## src/rtl/f1_light_seq_pkg.sv

```systemverilog
`default_nettype none
// ============================================================================
// Module   : f1_pkg
// Purpose  : Shared state encoding and LFSR constants for the start-light
//            sequencer.
// Revision : 1.0  initial release
// ============================================================================
package f1_pkg;

  typedef enum logic [1:0] {
    IDLE = 2'd0,
    FILL = 2'd1,
    HOLD = 2'd2
  } state_t;

  // x^7 + x^6 + 1 : feedback from bits 6 and 5 of a left-shifting register
  localparam logic [31:0] c_LFSR_TAPS = 32'h0000_0060;
  localparam logic [31:0] c_LFSR_SEED = 32'd1;

endpackage
`default_nettype wire

```

## src/rtl/f1_light_seq_lfsr.sv

```systemverilog
`default_nettype none
// ============================================================================
// Module   : lfsr
// Purpose  : Free-running Fibonacci LFSR used as the random hold source;
//            shifts left every clk, seeded non-zero so it never locks up.
// Revision : 1.0  initial release
// ============================================================================
module lfsr
  import f1_pkg::*;
#(
  parameter int                LFSR_W = 7,
  parameter logic [LFSR_W-1:0] TAPS   = LFSR_W'(c_LFSR_TAPS)
) (
  input  logic              clk,
  input  logic              rst,
  output logic [LFSR_W-1:0] data_out
);

  logic w_fb;

  assign w_fb = ^(data_out & TAPS);

  always_ff @(posedge clk) begin
    if (rst) begin
      data_out <= LFSR_W'(c_LFSR_SEED);
    end else begin
      data_out <= {data_out[LFSR_W-2:0], w_fb};
    end
  end

endmodule
`default_nettype wire

```

## src/rtl/f1_light_seq.sv

```systemverilog
`default_nettype none
// ============================================================================
// Module   : f1_light_seq
// Purpose  : Parametrised F1 start-light sequencer: fill lamps one per tick,
//            hold, then blank and pulse lights_out. Define F1_RANDOM_HOLD_EN
//            to take the hold length from an LFSR instead of HOLD_FIXED.
// Revision : 1.0  initial release
// ============================================================================
module f1_light_seq
  import f1_pkg::*;
#(
  parameter int N_LIGHTS   = 8,
  parameter int TICK_DIV   = 1,
  parameter int LFSR_W     = 7,
  parameter int HOLD_FIXED = 3
) (
  input  logic                clk,
  input  logic                rst,
  input  logic                en,
  input  logic                trigger,
  input  logic                abort,
  output logic [N_LIGHTS-1:0] data_out,
  output logic                busy,
  output logic                lights_out
);

  localparam int c_PW   = (TICK_DIV > 1) ? $clog2(TICK_DIV) : 1;
  localparam int c_HFW  = $clog2(HOLD_FIXED + 1);
  localparam int c_HC_W = (LFSR_W > c_HFW) ? LFSR_W : c_HFW;

  state_t              r_state;
  logic [c_PW-1:0]     r_presc;
  logic [c_HC_W-1:0]   r_hold;
  logic [c_HC_W-1:0]   w_hold_val;
  logic [N_LIGHTS-1:0] w_shifted;
  logic                w_tick;

  assign w_tick = en && (r_presc == c_PW'(TICK_DIV - 1));

  generate
    if (N_LIGHTS == 1) begin : g_single
      assign w_shifted = 1'b1;
    end else begin : g_multi
      assign w_shifted = {data_out[N_LIGHTS-2:0], 1'b1};
    end
  endgenerate

`ifdef F1_RANDOM_HOLD_EN
  logic [LFSR_W-1:0] w_lfsr;

  lfsr #(
    .LFSR_W (LFSR_W)
  ) u_lfsr (
    .clk      (clk),
    .rst      (rst),
    .data_out (w_lfsr)
  );

  assign w_hold_val = c_HC_W'(w_lfsr);
`else
  assign w_hold_val = c_HC_W'(HOLD_FIXED);
`endif

  always_ff @(posedge clk) begin
    if (rst) begin
      r_state    <= IDLE;
      r_presc    <= '0;
      r_hold     <= '0;
      data_out   <= '0;
      busy       <= 1'b0;
      lights_out <= 1'b0;
    end else begin
      lights_out <= 1'b0;
      if (en) begin
        r_presc <= w_tick ? '0 : r_presc + 1'b1;
      end

      // abort wins over tick, and also suppresses a start while idle
      if (abort && (r_state != IDLE)) begin
        r_state  <= IDLE;
        data_out <= '0;
        busy     <= 1'b0;
      end else begin
        case (r_state)
          IDLE: begin
            data_out <= '0;
            if (trigger && en && !abort) begin
              r_state <= FILL;
              busy    <= 1'b1;
              r_presc <= '0;
            end
          end
          FILL: begin
            if (w_tick) begin
              data_out <= w_shifted;
              if (w_shifted == {N_LIGHTS{1'b1}}) begin
                r_state <= HOLD;
                r_hold  <= w_hold_val;
              end
            end
          end
          HOLD: begin
            if (w_tick) begin
              if (r_hold == c_HC_W'(1)) begin
                r_state    <= IDLE;
                data_out   <= '0;
                busy       <= 1'b0;
                lights_out <= 1'b1;
              end else begin
                r_hold <= r_hold - 1'b1;
              end
            end
          end
          default: begin
            r_state  <= IDLE;
            data_out <= '0;
            busy     <= 1'b0;
          end
        endcase
      end
    end
  end

endmodule
`default_nettype wire
```

## config.mk

```make
export PLATFORM = sky130hd
export DESIGN_NAME = f1_light_seq
export DESIGN_NICKNAME = d
export VERILOG_FILES = /design/src/rtl/f1_light_seq_pkg.sv /design/src/rtl/f1_light_seq_lfsr.sv /design/src/rtl/f1_light_seq.sv
export SDC_FILE = /design/constraint.sdc
export NUM_CORES = 1
export LEC_CHECK = 0
export CAP_MARGIN = 40
export CORE_AREA = 2 2 54 56
export DETAILED_ROUTE_END_ITERATION = 10
export DIE_AREA = 0 0 56 58
export PLACE_DENSITY_LB_ADDON = 0.3
export SYNTH_ARGS = -nofsm -noshare
export SYNTH_HDL_FRONTEND = slang
export SYNTH_HIERARCHICAL = 1
export SYNTH_SLANG_ARGS = --single-unit
```

## constraint.sdc

```tcl
create_clock -name clk -period 1.8 [get_ports clk]
set_input_delay 0.27 -clock clk [delete_from_list [all_inputs] [get_ports clk]]
set_output_delay 0.27 -clock clk [all_outputs]
set_load 0.005 [all_outputs]
```

After elaboration in Yosys (flattened, before gate mapping)

Index checks and enable logic that the tools add are counted.

Register bits: 20
Bits of input ports: 5
Output and inout bits: 10
Word-level logic and storage cells: 62

Add/subtract/negate cells: 2
Eq/ne operators: 10
Mux-type cells: 25
Bitwise gates (word level): 5
Reduce and logical (&&, ||, !) cells: 14

Operators with widths:

| cell                | number |
|---|---|
| $mux 7              | 4 |
| $mux 8              | 3 |
| $pmux 8 s2          | 1 |
| $pmux 7 s2          | 1 |
| $ne 2x2->1 const B  | 6 |
| $mux 2              | 5 |
| $mux 1              | 9 |
| $eq 7x1->1 const B  | 1 |
| $eq 7x7->1 const B  | 1 |
| $sub 7x1->7 const B | 1 |
| $pmux 2 s3          | 1 |
| $reduce_and 6->1    | 1 |
| $not 1->1           | 5 |
| $reduce_and 5->1    | 1 |
| $logic_and 1x1->1   | 4 |
| $reduce_and 4->1    | 1 |
| $reduce_bool 2->1   | 2 |
| $reduce_or 4->1     | 1 |
| $pmux 1 s3          | 1 |
| $reduce_and 3->1    | 1 |
| $eq 2x1->1 const B  | 1 |
| $eq 2x2->1 const B  | 1 |
| $logic_not 2->1     | 1 |
| $reduce_or 2->1     | 1 |
| 2 further kinds     | 2 |

Longest topological paths before layout

Gate-level depths: netlist of the first run.

Word-level depth: 7
Mapped depth: 7
Depth with buffers taken out: 6

Worst setup path after synthesis of the first run

OpenSTA, ideal clock, no wires.

Path kind: register -> register
From: reg r_hold[0]
To: reg r_state[0]
Library setup time: 133 ps
Data arrival time: 1500 ps
Data required time: 1667 ps
Path slack: 168 ps
Cell stages (with the launch flop): 7
Path buffers: 1
Period minus slack after synthesis: 1632 ps
Cells stage by stage: dfxtp_1 ha_1 nor4b_2 nand3_1 buf_2 a221oi_1 a211oi_2

Cells in the longest elaborated chain, start to end: 3

RTL lines:

| what                              | line                | source |
|---|---|---|
| start, declared                   | f1_light_seq.sv:33  | `logic [c_HC_W-1:0] r_hold;` |
| start signal, assigned            | f1_light_seq.sv:98  | `r_hold <= w_hold_val;` |
| start signal, assigned            | f1_light_seq.sv:110 | `r_hold <= r_hold - 1'b1;` |
| $eq 7x1->1                        | f1_light_seq.sv:104 | `if (r_hold == c_HC_W'(1)) begin` |
| $ne 2x2->1 (no source line)       | --                  |  |
| $reduce_and 5->1 (no source line) | --                  |  |
| end signal, assigned              | f1_light_seq.sv:97  | `r_state <= HOLD;` |
| end signal, assigned              | f1_light_seq.sv:105 | `r_state <= IDLE;` |
| end signal, assigned              | f1_light_seq.sv:115 | `r_state <= IDLE;` |
| end, declared                     | f1_light_seq.sv:31  | `state_t r_state;` |

No other way between the ends.
A chain may end at the register's enable or synchronous reset.

Worst setup path in the final report of the first run

From: reg r_hold[1]
To: reg r_state[0]

The elaborated chain is that of the path after synthesis.

==> results of run 1 <==
[report_power, final]
| group | switching (uW) | total [uW] | internal [uW] | leakage [uW] |
|---|---|---|---|---|
| combinational | 67.1 | 124 | 56.8 | 0.000303 |
| clock | 124 | 202 | 77.7 | 0.0000138 |
| sequential | 5.42 | 454 | 449 | 0.000162 |
[how the worst min path moves through the flow]
| stage | to | from | cells past startpoint | slack, ns |
|---|---|---|---|---|
| floorplan | r_presc$_SDFF_PP0_ | en | 1 | 0.35 |
| global placement | busy$_SDFFE_PP0P_ | busy$_SDFFE_PP0P_ | 2 | 0.46 |
| detailed placement | busy$_SDFFE_PP0P_ | busy$_SDFFE_PP0P_ | 2 | 0.46 |
| CTS | data_out[7]$_SDFFE_PP0P_ | data_out[7]$_SDFFE_PP0P_ | 2 | 0.48 |
| global route | data_out[7]$_SDFFE_PP0P_ | data_out[7]$_SDFFE_PP0P_ | 2 | 0.49 |
| finish | busy$_SDFFE_PP0P_ | busy$_SDFFE_PP0P_ | 2 | 0.48 |
[synthesized netlist by cell type, drive strengths merged]
master / count
a211oi: 1
a21o: 2
a21oi: 12
a221o: 1
a221oi: 6
a311oi: 1
a41oi: 1
and2: 1
and2b: 1
and3: 2
and4: 1
buf: 4
clkbuf: 5
dfxtp: 20
ha: 5
inv: 6
nand2: 5
nand2b: 8
nand3: 11
nand3b: 2
nand4: 3
nand4b: 1
nor2: 4
nor2b: 1
nor3: 4
nor3b: 1
nor4: 1
nor4b: 2
o2111ai: 1
o211ai: 9
o21ai: 3
o221ai: 1
o22ai: 2
o2bb2ai: 1
o311ai: 1
or2: 1
or3: 3
or3b: 1
[kinds of logic after synthesis]
| kind of cell | after synthesis |
|---|---|
| fa+ha+maj | 5 |
| simple gates | 53 |
| buf+inv | 15 |
| compound gates | 42 |
| flops | 20 |
[per-stage QoR]
stage,utilization,hold slack (ns),instance area [um2],worst slack (ns)
finish,0.5282,0.4783,1406,0.06276
global route,0.5282,0.4914,1406,-0.02533
CTS,0.5193,0.4788,1383,0.01696
detailed placement,0.5108,0.4624,1360,-0.08508
global placement,0.5108,0.4565,1360,-0.03706
floorplan,-,0.3458,1152,0.1675
[tightest hold or removal path: cells and delay by family (launching register included)]
family | cells | cell delay, ns
compound gates | 1 | 0.06
buf+inv | 1 | 0.05
flops | 1 | 0.33
[final cells by class]
class | instances | area (um2)
Fill cell | 269 | 1256
Clock buffer | 3 | 22.52
Inverter | 6 | 22.52
Timing Repair Buffer | 24 | 215.2
Multi-Input combinational cell | 100 | 704.4
Tap cell | 31 | 38.79
Sequential cell | 20 | 402.9
[repair_timing]
action	in CTS	in global routing
gates resized for setup	0	8
setup endpoints to repair	0	12
buffers inserted	0	0
[registers in the layout, indices dropped and copies added, names as in the netlist]
signal and flops:
r_hold 7, r_presc 1, busy 1, data_out 8, lights_out 1, r_state 2
[layer usage]
metal	vias up	global-route usage
li1	555	-
met1	508	0.2314
met2	19	0.2857
met3	2	0.02232
met4	0	0.05442
met5	-	0
==> metrics.txt, run 1 <==
clock skew=0.007382 ns; post-layout min period=around 1.7 ns; layout cells sized above 1=0.1634; cell area power density=approximately 550 nW/um2; routed metal-1 wire length=about 1300 um; global routing usage summed across all routing layers=0.1712; antenna-violating nets left=0; xor and xnor fraction of the mapped netlist area=0; count of pins on the block boundary=15; share of cell area taken by muxes after synthesis=0; Die Wd=56 um; number of antenna violations at the first check in global routing=0; capture point of the worst reg-to-reg path=r_state[0]$_SDFFE_PP0P_; effective utilization at floorplan=0.4328; Peak Freq=between 500 and 600 MHz; root buf cell=sky130_fd_sc_hd__clkbuf_4; mean area per synthesized cell=8.536 um2; total number of cells along the worst setup path=6; height of the chip=slightly below 60 um; fraction of the mapped netlist area in simple logic gates=0.2769; compound-cell area share of the yosys netlist=0.2617; Detailed Place HPWL=between 1500 and 2000 um; launch point of the worst path=r_hold[1]$_SDFFE_PP0P_; DRT Pass-1 Iters=4; path category of the worst min-delay check=reg -> reg; combinational family with the most area after synthesis=simple AND/OR/NAND/NOR gates; via count of the first global-routing pass=a little over 1000; final cell count without fillers=~180; Buf+Inv Stages, Crit Path=1; top area cells in the synthesized netlist=sky130_fd_sc_hd__dfxtp_1, sky130_fd_sc_hd__o211ai_1, sky130_fd_sc_hd__ha_1; number of max-slew violations in the final report=0; post-detailed-route DRC marker count=0; CTS HTree Levels=1; Met3 Wirelength=a little over 80 um; Cells after Synth=roughly 140; warnings from Yosys=6; I/O Buffers=14; unique cell type count in the Yosys netlist=between 40 and 50; count of placed standard cells including taps=181; worst-path cell with the longest stage delay=sky130_fd_sc_hd__a221o_1; Max clock buf depth=2; Crit Path Max Fanout=3; worst endpoint data arrival time=1.95 ns; Std-Cell Core Area=between 2000 and 3000 um2; violation count after the first detailed-route iteration=34; first-pass GRT wire length=about 4600 um; worst-case register-to-register setup slack=about 0.063 ns; worst slew margin relative to its limit=0.6723; maximum resistive drop on vdd=0.0003997 V; Max stage delay on crit path=0.38 ns; wire length per cell=14.23 um; number of placement rows=19; Final period util=0.9651; drt total wl=approximately 2600 um; total CTS buffers=3; Hold Violations, Final=0; Hold Buf Count CTS=0; Synth area leader=sky130_fd_sc_hd__dfxtp_1; max-capacitance violation count=0; portion of synthesized cell area occupied by the leading cell type=0.3474; routed wl met2=approximately 1300 um; count of cells along the worst register-to-register path=6; register bit count reported by yosys=20; origin of the critical flop-to-flop path=r_hold[1]$_SDFFE_PP0P_; die area=3248 um2; crit end category=flip-flop; most frequent cells in the layout=sky130_fd_sc_hd__dfxtp_1, sky130_fd_sc_hd__clkdlybuf4s50_1, sky130_fd_sc_hd__nand3_1, sky130_fd_sc_hd__a21oi_1, sky130_fd_sc_hd__buf_4; Static Leak=~0.00048 uW; Final GP Congestion=approximately 0.79; clock latency on the worst-skew pair=0.29 ns; setup repair after global routing missed its margin=yes; outcome=finished, final reports clean; number of antenna repair diodes=0; kind of launch point of the worst setup path=flip-flop; Post-Synth Adder-Cell Area=0.05429; crit-path leading delay family=compound AO/OA/AOI/OAI gates; Total Power Consumption=780.2 uW; cell area after synthesis=between 1000 and 1500 um2; final setup violating endpoints=0; post-detailed-route via-to-cell ratio=5.891; most common library cell in the layout ignoring fill and taps=sky130_fd_sc_hd__dfxtp_1; Syn Nets=approximately 150; Sink Count=20; CTS tree=built; proportion of synthesized chip area in sequential cells=0.3474; Critical Path End=r_state[0]$_SDFFE_PP0P_; final net count=165; GR Overflow Total=0; Via Count=around 1100; largest net degree at the start of global routing=16; uppermost layer routed=met4; critical path start-end classification=reg -> reg; setup_tns=0 ns; data required time at the worst endpoint=between 2 and 2.5 ns; transition at the pin with the smallest max-transition slack=between 0.4 and 0.5 ns; clock input transition at the sequential cells of the worst setup and hold paths=0.11 ns; ordered list of cells on the worst path=inv_1 > ha_2 > nor4b_4 > nand3_1 > a221o_1 > a211oi_2; post-synthesis to final-layout area growth=22.04%
Power figures use the tool's default switching activity.
==> run 2, diff against run 1 <==
Settings changed: GPL_ROUTABILITY_DRIVEN set to 0.
==> results of run 2 <==
Final layout, timing and power as in run 1 (identical DEF).
==> run 3, diff against run 2 <==
Settings changed: ABC_AREA set to 1, CORE_AREA 2 2 54 56 to 2 2 53 55, DIE_AREA 0 0 56 58 to 0 0 55 57.
==> run 3 against run 2 <==
Net effect:
- final cell count grew 21%
- combinational power grew to 12 times the previous value
- highest routed layer unchanged
- via count grew 0.92%
- clock skew shrank 0.0050 ns
- setup slack gained 0.19 ns
- critical path type unchanged
- count of clock-buffer cells in the layout is the same
- total power grew to 3.1 times the previous value
- sequential share of layout area shrank 0.50 points
- critical path depth grew 3
==> metrics.txt, run 3 <==
outcome=finished, final reports clean; Cells after Synth=173 (+28%); number of placement rows=19 (unchanged); layout cells sized above 1=0.1361 (-0.02727); Via Count=1094 (+0.92%); root buf cell=sky130_fd_sc_hd__clkbuf_4; registers with the most flip-flops=data_out: 8 flops, r_hold: 7 flops, r_state: 2 flops; warnings from Yosys=6 (unchanged); Detailed Place HPWL=1814 um (-6.7%); Std-Cell Core Area=2615 um2 (-1.8%); portion of synthesized cell area occupied by the leading cell type=0.3365 (-0.01096); die area=3135 um2 (-3.5%); most frequent cells in the layout=sky130_fd_sc_hd__nand2_1, sky130_fd_sc_hd__inv_1, sky130_fd_sc_hd__nor2_1, sky130_fd_sc_hd__dfxtp_1, sky130_fd_sc_hd__nand3_1; proportion of synthesized chip area in sequential cells=0.3365 (-0.01096); ordered list of cells on the worst path=inv_1 > ha_1 > inv_1 > nor2_2 > nand3_4 > a21oi_4 > nand3_1 > nand2_1 > nor2_1; number of antenna repair diodes=0 (unchanged); DRT Pass-1 Iters=4 (unchanged); crit-path leading delay family=simple AND/OR/NAND/NOR gates; post-layout instance area=1423 um2 (+1.2%); data required time at the worst endpoint=2.01 ns (about the same); Crit Path Max Fanout=10 (+7); count of pins on the block boundary=15 (unchanged); number of flip-flops in the largest register=8 (unchanged); worst endpoint data arrival time=1.75 ns (-0.20 ns); post-synthesis to final-layout area growth=19.56%; number of enable-type register cells in the synthesized netlist=0 (unchanged); via count of the first global-routing pass=1003 (-3.1%); post-detailed-route via-to-cell ratio=4.928 (-16%); Max stage delay on crit path=0.33 ns (-0.05 ns); worst-path cell with the longest stage delay=sky130_fd_sc_hd__dfxtp_1; post-place instance area=1368 um2 (+0.55%); violation count after the first detailed-route iteration=18 (-47%); Setup Slack @ Placement=0.1197 ns (+0.2048 ns); total CTS buffers=3 (unchanged); proportion of synthesized flip-flops having asynchronous set or reset=0 (unchanged); worst slew margin relative to its limit=0.7813 (+0.1090); post-layout min period=1.544 ns (-0.1936 ns); Sink Count=20 (unchanged); cell area power density=1687 nW/um2 (+200%); Die Wd=55 um (-1.8%); most common cell in the netlist=sky130_fd_sc_hd__nand2_1; setup_tns=0 ns (unchanged); I/O Buffers=14 (unchanged); Fin Hold WS=0.4804 ns (+0.002147 ns); global routing usage summed across all routing layers=0.1690 (-0.002192); height of the chip=57 um (-1.7%); Hold Buf Count CTS=0 (unchanged); leading post-synthesis cells by instance count=sky130_fd_sc_hd__nand2_1, sky130_fd_sc_hd__inv_1, sky130_fd_sc_hd__nor2_1; Syn Nets=183 (+26%); unique cell type count in the Yosys netlist=25 (-44%); top area cells in the synthesized netlist=sky130_fd_sc_hd__dfxtp_1, sky130_fd_sc_hd__nand2_1, sky130_fd_sc_hd__inv_1; CTS HTree Levels=1 (unchanged); number of antenna violations at the first check in global routing=0 (unchanged); critical path start-end classification=reg -> reg; number of filler instances in the final layout=266 (-1.1%); Peak Freq=647.8 MHz (+13%); path category of the worst min-delay check=reg -> reg; final net count=202 (+22%); Max clock buf depth=2 (unchanged); clock input transition at the sequential cells of the worst setup and hold paths=0.12 ns (about the same); Buf+Inv Stages, Crit Path=2 (+1); most used cell, CP=sky130_fd_sc_hd__inv_1; final setup violating endpoints=0 (unchanged); mean area per synthesized cell=6.878 um2 (-19%); effective utilization at floorplan=0.4550 (+0.02222); antenna-violating nets left=0 (unchanged); transition at the pin with the smallest max-transition slack=0.3281 ns (-0.1635 ns); Final period util=0.8576 (-0.1075); most common library cell in the layout ignoring fill and taps=sky130_fd_sc_hd__nand2_1; clock latency on the worst-skew pair=0.30 ns (about the same); max-capacitance violation count=0 (unchanged); maximum resistive drop on vdd=0.001222 V (+210%); setup repair after global routing missed its margin=no; wire length per cell=10.49 um (-26%); top_reg_cell synth=sky130_fd_sc_hd__dfxtp_1; CTS tree=built; first-pass GRT wire length=3946 um (-13%); post-detailed-route DRC marker count=0 (unchanged); GR Overflow Total=0 (unchanged); Static Leak=0.0005949 uW (+24%); clock skew=0.002364 ns (-0.005018 ns); kind of launch point of the worst setup path=flip-flop; final critical-path setup slack=0.2563 ns (+0.1936 ns); drt total wl=2329 um (-11%); Synth area leader=sky130_fd_sc_hd__dfxtp_1; largest net degree at the start of global routing=13 (-3); number of max-slew violations in the final report=0 (unchanged); crit end category=flip-flop; Hold Violations, Final=0 (unchanged); register bit count reported by yosys=20 (unchanged); cell area after synthesis=1190 um2 (+3.3%); Most flops, register=data_out
## run 3: cell count changes after synthesis, sizes merged, moves of 3 or more
cell    delta
nand2     +45
nor2      +25
inv       +18
o211ai     -9
nand2b     -8
a221oi     -6
nand3      +6
clkbuf     -5
a21oi      +4
or3        -3
## run 3: through the flow
stage / util / power [uW] / std cells
final: 0.5440 / 2400 / 222
after floorplan: - / 1791 / 173
after global placement: 0.5230 / 1996 / 218
after global routing: 0.5440 / 2637 / 222
after CTS: 0.5431 / 2417 / 222
after detailed placement: 0.5230 / 2040 / 218
## run 3: path summary, 6_finish.rpt
| kind | endpoint | cells after the start | slack, ns | startpoint |
|---|---|---|---|---|
| setup / recovery | r_state[0]$_SDFFE_PP0P_ | 9 | 0.26 | r_hold[1]$_SDFFE_PP0P_ |
| hold / removal | data_out[7]$_SDFFE_PP0P_ | 2 | 0.48 | data_out[7]$_SDFFE_PP0P_ |
| setup reg to reg | r_state[0]$_SDFFE_PP0P_ | 9 | 0.26 | r_hold[1]$_SDFFE_PP0P_ |
| hold reg to reg | data_out[7]$_SDFFE_PP0P_ | 2 | 0.48 | data_out[7]$_SDFFE_PP0P_ |
## run 3: final cells by class
class | instances | area (um2) | area share
clock buffer | 3 | 22.52 | 0.01583
clock inverter | 1 | 30.03 | 0.02111
inverter | 24 | 90.09 | 0.06332
multi-input combinational | 126 | 678.2 | 0.4767
sequential | 20 | 400.4 | 0.2814
tap | 31 | 38.79 | 0.02726
timing repair buffer | 17 | 162.7 | 0.1143
## run 3: power by group
group          internal, uW  total, uW  switching [uW]
Clock                   225        368             143
Sequential              534        600            65.5
Combinational           519       1430             913
Total                  1280       2400            1120
## run 3: cells by family after synthesis
| family | Yosys count | synth area share |
|---|---|---|
| AO/OA/AOI/OAI | 19 | 0.09254 |
| AND/OR/NAND/NOR | 101 | 0.4153 |
| flip-flops | 20 | 0.3365 |
| adder cells (fa/ha/maj) | 5 | 0.05258 |
| buffers and inverters | 27 | 0.09569 |
| XOR/XNOR | 1 | 0.007362 |
## run 3: metal layers
layer / vias to the layer above / global-route usage / routed length, um
met5: - / 0 / 0
met2: 20 / 0.2840 / 1148
met1: 489 / 0.2100 / 1068
met4: 0 / 0.06272 / 64
li1: 577 / - / -
met3: 8 / 0.03141 / 48
## run 3: worst reg2reg max path, stage by stage (launching register included)
cell and delay, ns:
sky130_fd_sc_hd__dfxtp_1 0.33, sky130_fd_sc_hd__inv_1 0.10, sky130_fd_sc_hd__ha_1 0.15, sky130_fd_sc_hd__inv_1 0.04, sky130_fd_sc_hd__nor2_2 0.18, sky130_fd_sc_hd__nand3_4 0.12
sky130_fd_sc_hd__a21oi_4 0.28, sky130_fd_sc_hd__nand3_1 0.12, sky130_fd_sc_hd__nand2_1 0.08, sky130_fd_sc_hd__nor2_1 0.04
## run 3: timing repair
item	CTS	global route
setup endpoints to repair	0	1
setup buffers	0	0
gates resized for setup	0	1
